File: config.mk
export PLATFORM = sky130hd
export DESIGN_NAME = compound_arbiter
export DESIGN_NICKNAME = d
export VERILOG_FILES = /design/src/rtl/compound_arbiter.sv
export SDC_FILE = /design/constraint.sdc
export NUM_CORES = 1
export LEC_CHECK = 0
export BUFFER_PORTS_ARGS = -buffer_cell sky130_fd_sc_hd__buf_4
export CAP_MARGIN = 40
export CORE_ASPECT_RATIO = 0.5
export CORE_UTILIZATION = 45
export DETAILED_ROUTE_END_ITERATION = 10
export GPL_TIMING_DRIVEN = 0
export PLACE_DENSITY = 0.79
export SYNTH_ARGS = -nofsm -noshare
export SYNTH_HDL_FRONTEND = slang
export SYNTH_SLANG_ARGS = --single-unit
export TNS_END_PERCENT = 1
File: constraint.sdc
create_clock -name clk -period 2.8 [get_ports clk]
set_input_delay 0.14 -clock clk [delete_from_list [all_inputs] [get_ports clk]]
set_output_delay 0.14 -clock clk [all_outputs]
set_load 0.01 [all_outputs]
File: src/rtl/compound_arbiter.sv
// Two-requester round-robin arbiter forwarding a CompoundType word to one consumer.
// CompoundType is carried flat as {mode, x[X_W-1:0], y}; mode 0 = read, 1 = write.
module compound_arbiter #(
    parameter int X_W   = 32,
    parameter int CNT_W = 16
) (
    input  logic             clk,
    input  logic             rst,
    input  logic [X_W+1:0]   b_in0,
    input  logic             b_in0_sync,
    output logic             b_in0_notify,
    input  logic [X_W+1:0]   b_in1,
    input  logic             b_in1_sync,
    output logic             b_in1_notify,
    output logic [X_W+1:0]   b_out,
    output logic             b_out_src,
    input  logic             b_out_sync,
    output logic             b_out_notify,
    output logic [CNT_W-1:0] xfer_cnt
);

    typedef enum logic {READ, WRITE} state_e;

    state_e           state_q, state_d;
    logic             gnt_q, gnt_d;
    logic [X_W+1:0]   out_q, out_d;
    logic             src_q, src_d;
    logic [CNT_W-1:0] cnt_q, cnt_d;
    logic             n0_q, n0_d;
    logic             n1_q, n1_d;
    logic             no_q, no_d;

    logic [X_W+1:0]   sel_data;
    logic             sel_sync;
    logic             oth_sync;

    always_comb begin
        state_d  = state_q;
        gnt_d    = gnt_q;
        out_d    = out_q;
        src_d    = src_q;
        cnt_d    = cnt_q;
        sel_data = gnt_q ? b_in1 : b_in0;
        sel_sync = gnt_q ? b_in1_sync : b_in0_sync;
        oth_sync = gnt_q ? b_in0_sync : b_in1_sync;

        case (state_q)
            READ: begin
                if (sel_sync) begin
                    out_d   = sel_data;
                    src_d   = gnt_q;
                    gnt_d   = ~gnt_q;
                    state_d = WRITE;
                end else if (oth_sync) begin
                    // Idle granted side yields to a waiting requester; it is served next cycle.
                    gnt_d = ~gnt_q;
                end
            end
            WRITE: begin
                if (b_out_sync) begin
                    cnt_d   = cnt_q + 1'b1;
                    state_d = READ;
                end
            end
        endcase

        // Notifies are registered copies of the next-state decode, so no sync reaches a notify combinationally.
        n0_d = (state_d == READ) && !gnt_d;
        n1_d = (state_d == READ) &&  gnt_d;
        no_d = (state_d == WRITE);
    end

    always_ff @(posedge clk or posedge rst) begin
        if (rst) begin
            state_q <= READ;
            gnt_q   <= 1'b0;
            out_q   <= '0;
            src_q   <= 1'b0;
            cnt_q   <= '0;
            n0_q    <= 1'b1;
            n1_q    <= 1'b0;
            no_q    <= 1'b0;
        end else begin
            state_q <= state_d;
            gnt_q   <= gnt_d;
            out_q   <= out_d;
            src_q   <= src_d;
            cnt_q   <= cnt_d;
            n0_q    <= n0_d;
            n1_q    <= n1_d;
            no_q    <= no_d;
        end
    end

    assign b_in0_notify = n0_q;
    assign b_in1_notify = n1_q;
    assign b_out_notify = no_q;
    assign b_out        = out_q;
    assign b_out_src    = src_q;
    assign xfer_cnt     = cnt_q;

endmodule
==> metrics.md <==
| Metric | Value |
|---|---|
| Worst path arrival time | `around 1800 ps` |
| Final weighted congestion in routability-driven placement | `about 0.76` |
| Antenna violations before repair | `0` |
| Flops & latches, synth | `55` |
| Max H-tree Level | `2` |
| Post-synthesis instance area | `2470 um^2` |
| Worst slew margin relative to its limit | `0.743` |
| Part of the Yosys area used for sequential elements | `0.557` |
| Worst reg2reg path depth | `6` |
| Count of final setup violators | `0` |
| Count of flip-flops with a built-in enable after synthesis | `0` |
| Max VDD drop | `approximately 480 uV` |
| FFs w/ async S/R, synth | `1.00` |
| Buffers added on ports | `approximately 130` |
| Number of buffers added by the clock tree synthesis step | `5` |
| Static leakage | `~0.0018 uW` |
| Row count | `18` |
| Aggregate routed wire length | `just over 6 mm` |
| Commonest cells after routing, fill and taps aside | `129 x sky130_fd_sc_hd__buf_4, 54 x sky130_fd_sc_hd__dfrtp_1, 40 x sky130_fd_sc_hd__nor2_1` |
| Area overhead of the layout relative to synthesis | `46.8%` |
| Routed Antenna Nets | `0` |
| Post-Synthesis Net Count | `297` |
| Count of unique library cells instantiated by Yosys | `27` |
| Post-synth top flop | `sky130_fd_sc_hd__dfrtp_1` |
| Drt via density | `roughly 5` |
| Skew final | `5.44 ps` |
| Number of buffers on the longest clock path | `2` |
| Final slew viol count | `0` |
| Initial standard-cell utilization of the core | `0.484` |
| Number of cells on the worst hold path | `2` |
| Power density relative to cell area | `959 nW/um^2` |
| Vias after detailed routing | `2106` |
| Crit path capture type | `flop` |
| Number of global-route vias before repair | `2056` |
| Required time of the worst setup path | `3000 ps` |
| Half-perimeter wire length after placement | `4.82 mm` |
| Post-detailed-route wirelength per cell | `14.4 um` |
| List of cells traversed by the critical path | `buf_4 -> mux2i_1 -> nor2_2 -> buf_2 -> buf_4 -> a21oi_1` |
| Finished Layout Cells | `roughly 430` |
| Width of the die | `between 100 and 150 um` |
| Area of the die | `a little under 6000 um^2` |
| Post-CTS setup repair buffer count | `0` |
| GRT Overall Usage | `0.216` |
| MaxCap Viol Count | `0` |
| Worst Tran Pin Value | `383 ps` |
| Total gr overflow | `0` |
| Count of mapped cells out of synthesis | `223` |
| Highest fanout seen on the critical path | `10` |
| First DRT Iteration DRCs | `75` |
| Ant. Diodes | `0` |
| End of the worst register-to-register path | `b_out[2]` |
| Utilization of the core after routing | `0.710` |
| Slowest CP cell | `sky130_fd_sc_hd__dfrtp_1` |
| Fraction of layout instances using a drive strength above 1 | `0.432` |
| Most common library cell in the layout ignoring fill and taps | `sky130_fd_sc_hd__buf_4` |
| Clock tree root buffer cell | `sky130_fd_sc_hd__clkbuf_8` |
| CTS Sinks | `55` |
| Clock tree from TritonCTS | `done` |
| Resized Gates After CTS | `0` |
| Hold bufs inserted after CTS | `1` |
| Total instance count after detailed placement | `420` |
| Achievable Freq | `approximately 0.63 GHz` |
| Detailed-routing iteration count for the pre-antenna-repair pass | `4` |
| Hold Crit Endpoint | `b_out_notify` |
| I/O pin count | `between 100 and 150` |
| Clock period minus final worst setup slack | `1590 ps` |
| Most common cell type on the critical path | `sky130_fd_sc_hd__buf_4` |
| Post-route DRC | `0` |
| Number of hold violations in the final report | `0` |
| Start point of the worst hold path | `b_out_sync` |
| Synth warn | `0` |
| Outcome | `finished, final reports clean` |
| Category of the most critical setup path | `reg2reg` |
| Source-to-sink clock delay at the later pin of the worst-skew pair | `310 ps` |
| Clock edge transition at the registers on the reported setup and hold paths | `roughly 100 ps` |
| R2R Setup Slk | `1210 ps` |
| Family with the most delay on the worst path | `buffers and inverters` |
| Final period utilization | `0.568` |
| Combined buffer and inverter count along the critical path | `3` |
| Maximum number of pins on one net before global-route repair | `40` |
| Wire length of the first global-routing pass | `9.51 mm` |
| Worst stage delay on the critical path | `370 ps` |
| Setup TNS | `0 ps` |
| Final net count | `around 430` |
| Hold WC Path Type | `in2reg` |
| Chip Height | `roughly 54 um` |
| Unrepaired setup endpoints after global routing | `false` |
| Mean cell area of the mapped netlist | `11.1 um^2` |
| Worst setup SP type | `flop` |
| Core footprint | `roughly 5000 um^2` |
| Startpoint of the lowest-slack register-to-register path | `gnt_q` |
[synth_stat cells (2+ instances only)]
master	instances	share of area
sky130_fd_sc_hd__dfrtp_1	54	0.55
sky130_fd_sc_hd__nor2_1	40	0.061
sky130_fd_sc_hd__a21oi_1	36	0.073
sky130_fd_sc_hd__mux2i_1	35	0.14
sky130_fd_sc_hd__xnor2_1	10	0.035
sky130_fd_sc_hd__buf_2	8	0.016
sky130_fd_sc_hd__xor2_1	6	0.021
sky130_fd_sc_hd__nand2_1	5	0.0076
sky130_fd_sc_hd__nand3_1	5	0.010
sky130_fd_sc_hd__inv_1	4	0.0061
sky130_fd_sc_hd__buf_4	3	0.0091
sky130_fd_sc_hd__nand4_1	2	0.0051
[through the flow]
step | total power, uW | setup WS [ps] | cell area [um^2] | hold WS [ps]
after floorplan | 2290 | 1320 | 2470 | 262
after global placement | 3000 | 724 | 3510 | 406
after detailed placement | 3070 | 1210 | 3530 | 145
after CTS | 3520 | 1190 | 3630 | 74.4
after global routing | 3720 | 1080 | 3630 | 87.6
final | 3480 | 1210 | 3630 | 84.6
[registers in the layout, summed over array words and instances (netlist names)]
register and flops:
gnt_q 1, b_out_src 1, b_in0_notify 1, xfer_cnt 16, b_in1_notify 1, b_out_notify 1
b_out 34
[worst max path at each step]
stage / startpoint / to / cells past startpoint
final: gnt_q / b_out[2] / 6
after global routing: xfer_cnt[0] / xfer_cnt[14] / 5
after CTS: xfer_cnt[0] / xfer_cnt[14] / 5
after detailed placement: xfer_cnt[0] / xfer_cnt[14] / 5
after global placement: rst / b_out[28] / 2
after floorplan: rst / b_in1_notify / 1
[logic make-up after synthesis]
logic type               synth area share
buffers and inverters              0.0313
AND/OR/NAND/NOR                     0.126
multiplexers                        0.146
AO/OA/AOI/OAI                      0.0779
flip-flops                          0.557
adder cells (fa/ha/maj)           0.00505
XOR/XNOR                           0.0566
[layer usage]
metal	GRT usage	up-vias	wire [um]
met5	0	-	0
met4	0.0502	0	66
met3	0.0452	6	213
met2	0.435	42	3430
met1	0.243	1023	2490
li1	-	1035	-
[layout make-up]
class / count / area [um^2]
Fill cell: 372 / 1480
Sequential cell: 55 / 1380
Multi-Input combinational cell: 153 / 1020
Timing Repair Buffer: 128 / 976
Tap cell: 70 / 87.6
Clock buffer: 5 / 68.8
Buffer: 11 / 62.6
Clock inverter: 3 / 25.0
Inverter: 4 / 15.0
[power breakdown]
part	switching, uW	total [uW]	internal, uW
Combinational	855	1710	852
Sequential	212	1330	1120
Clock	269	448	179
Total	1340	3480	2150
No activity file was read; power rests on OpenSTA's default activity.
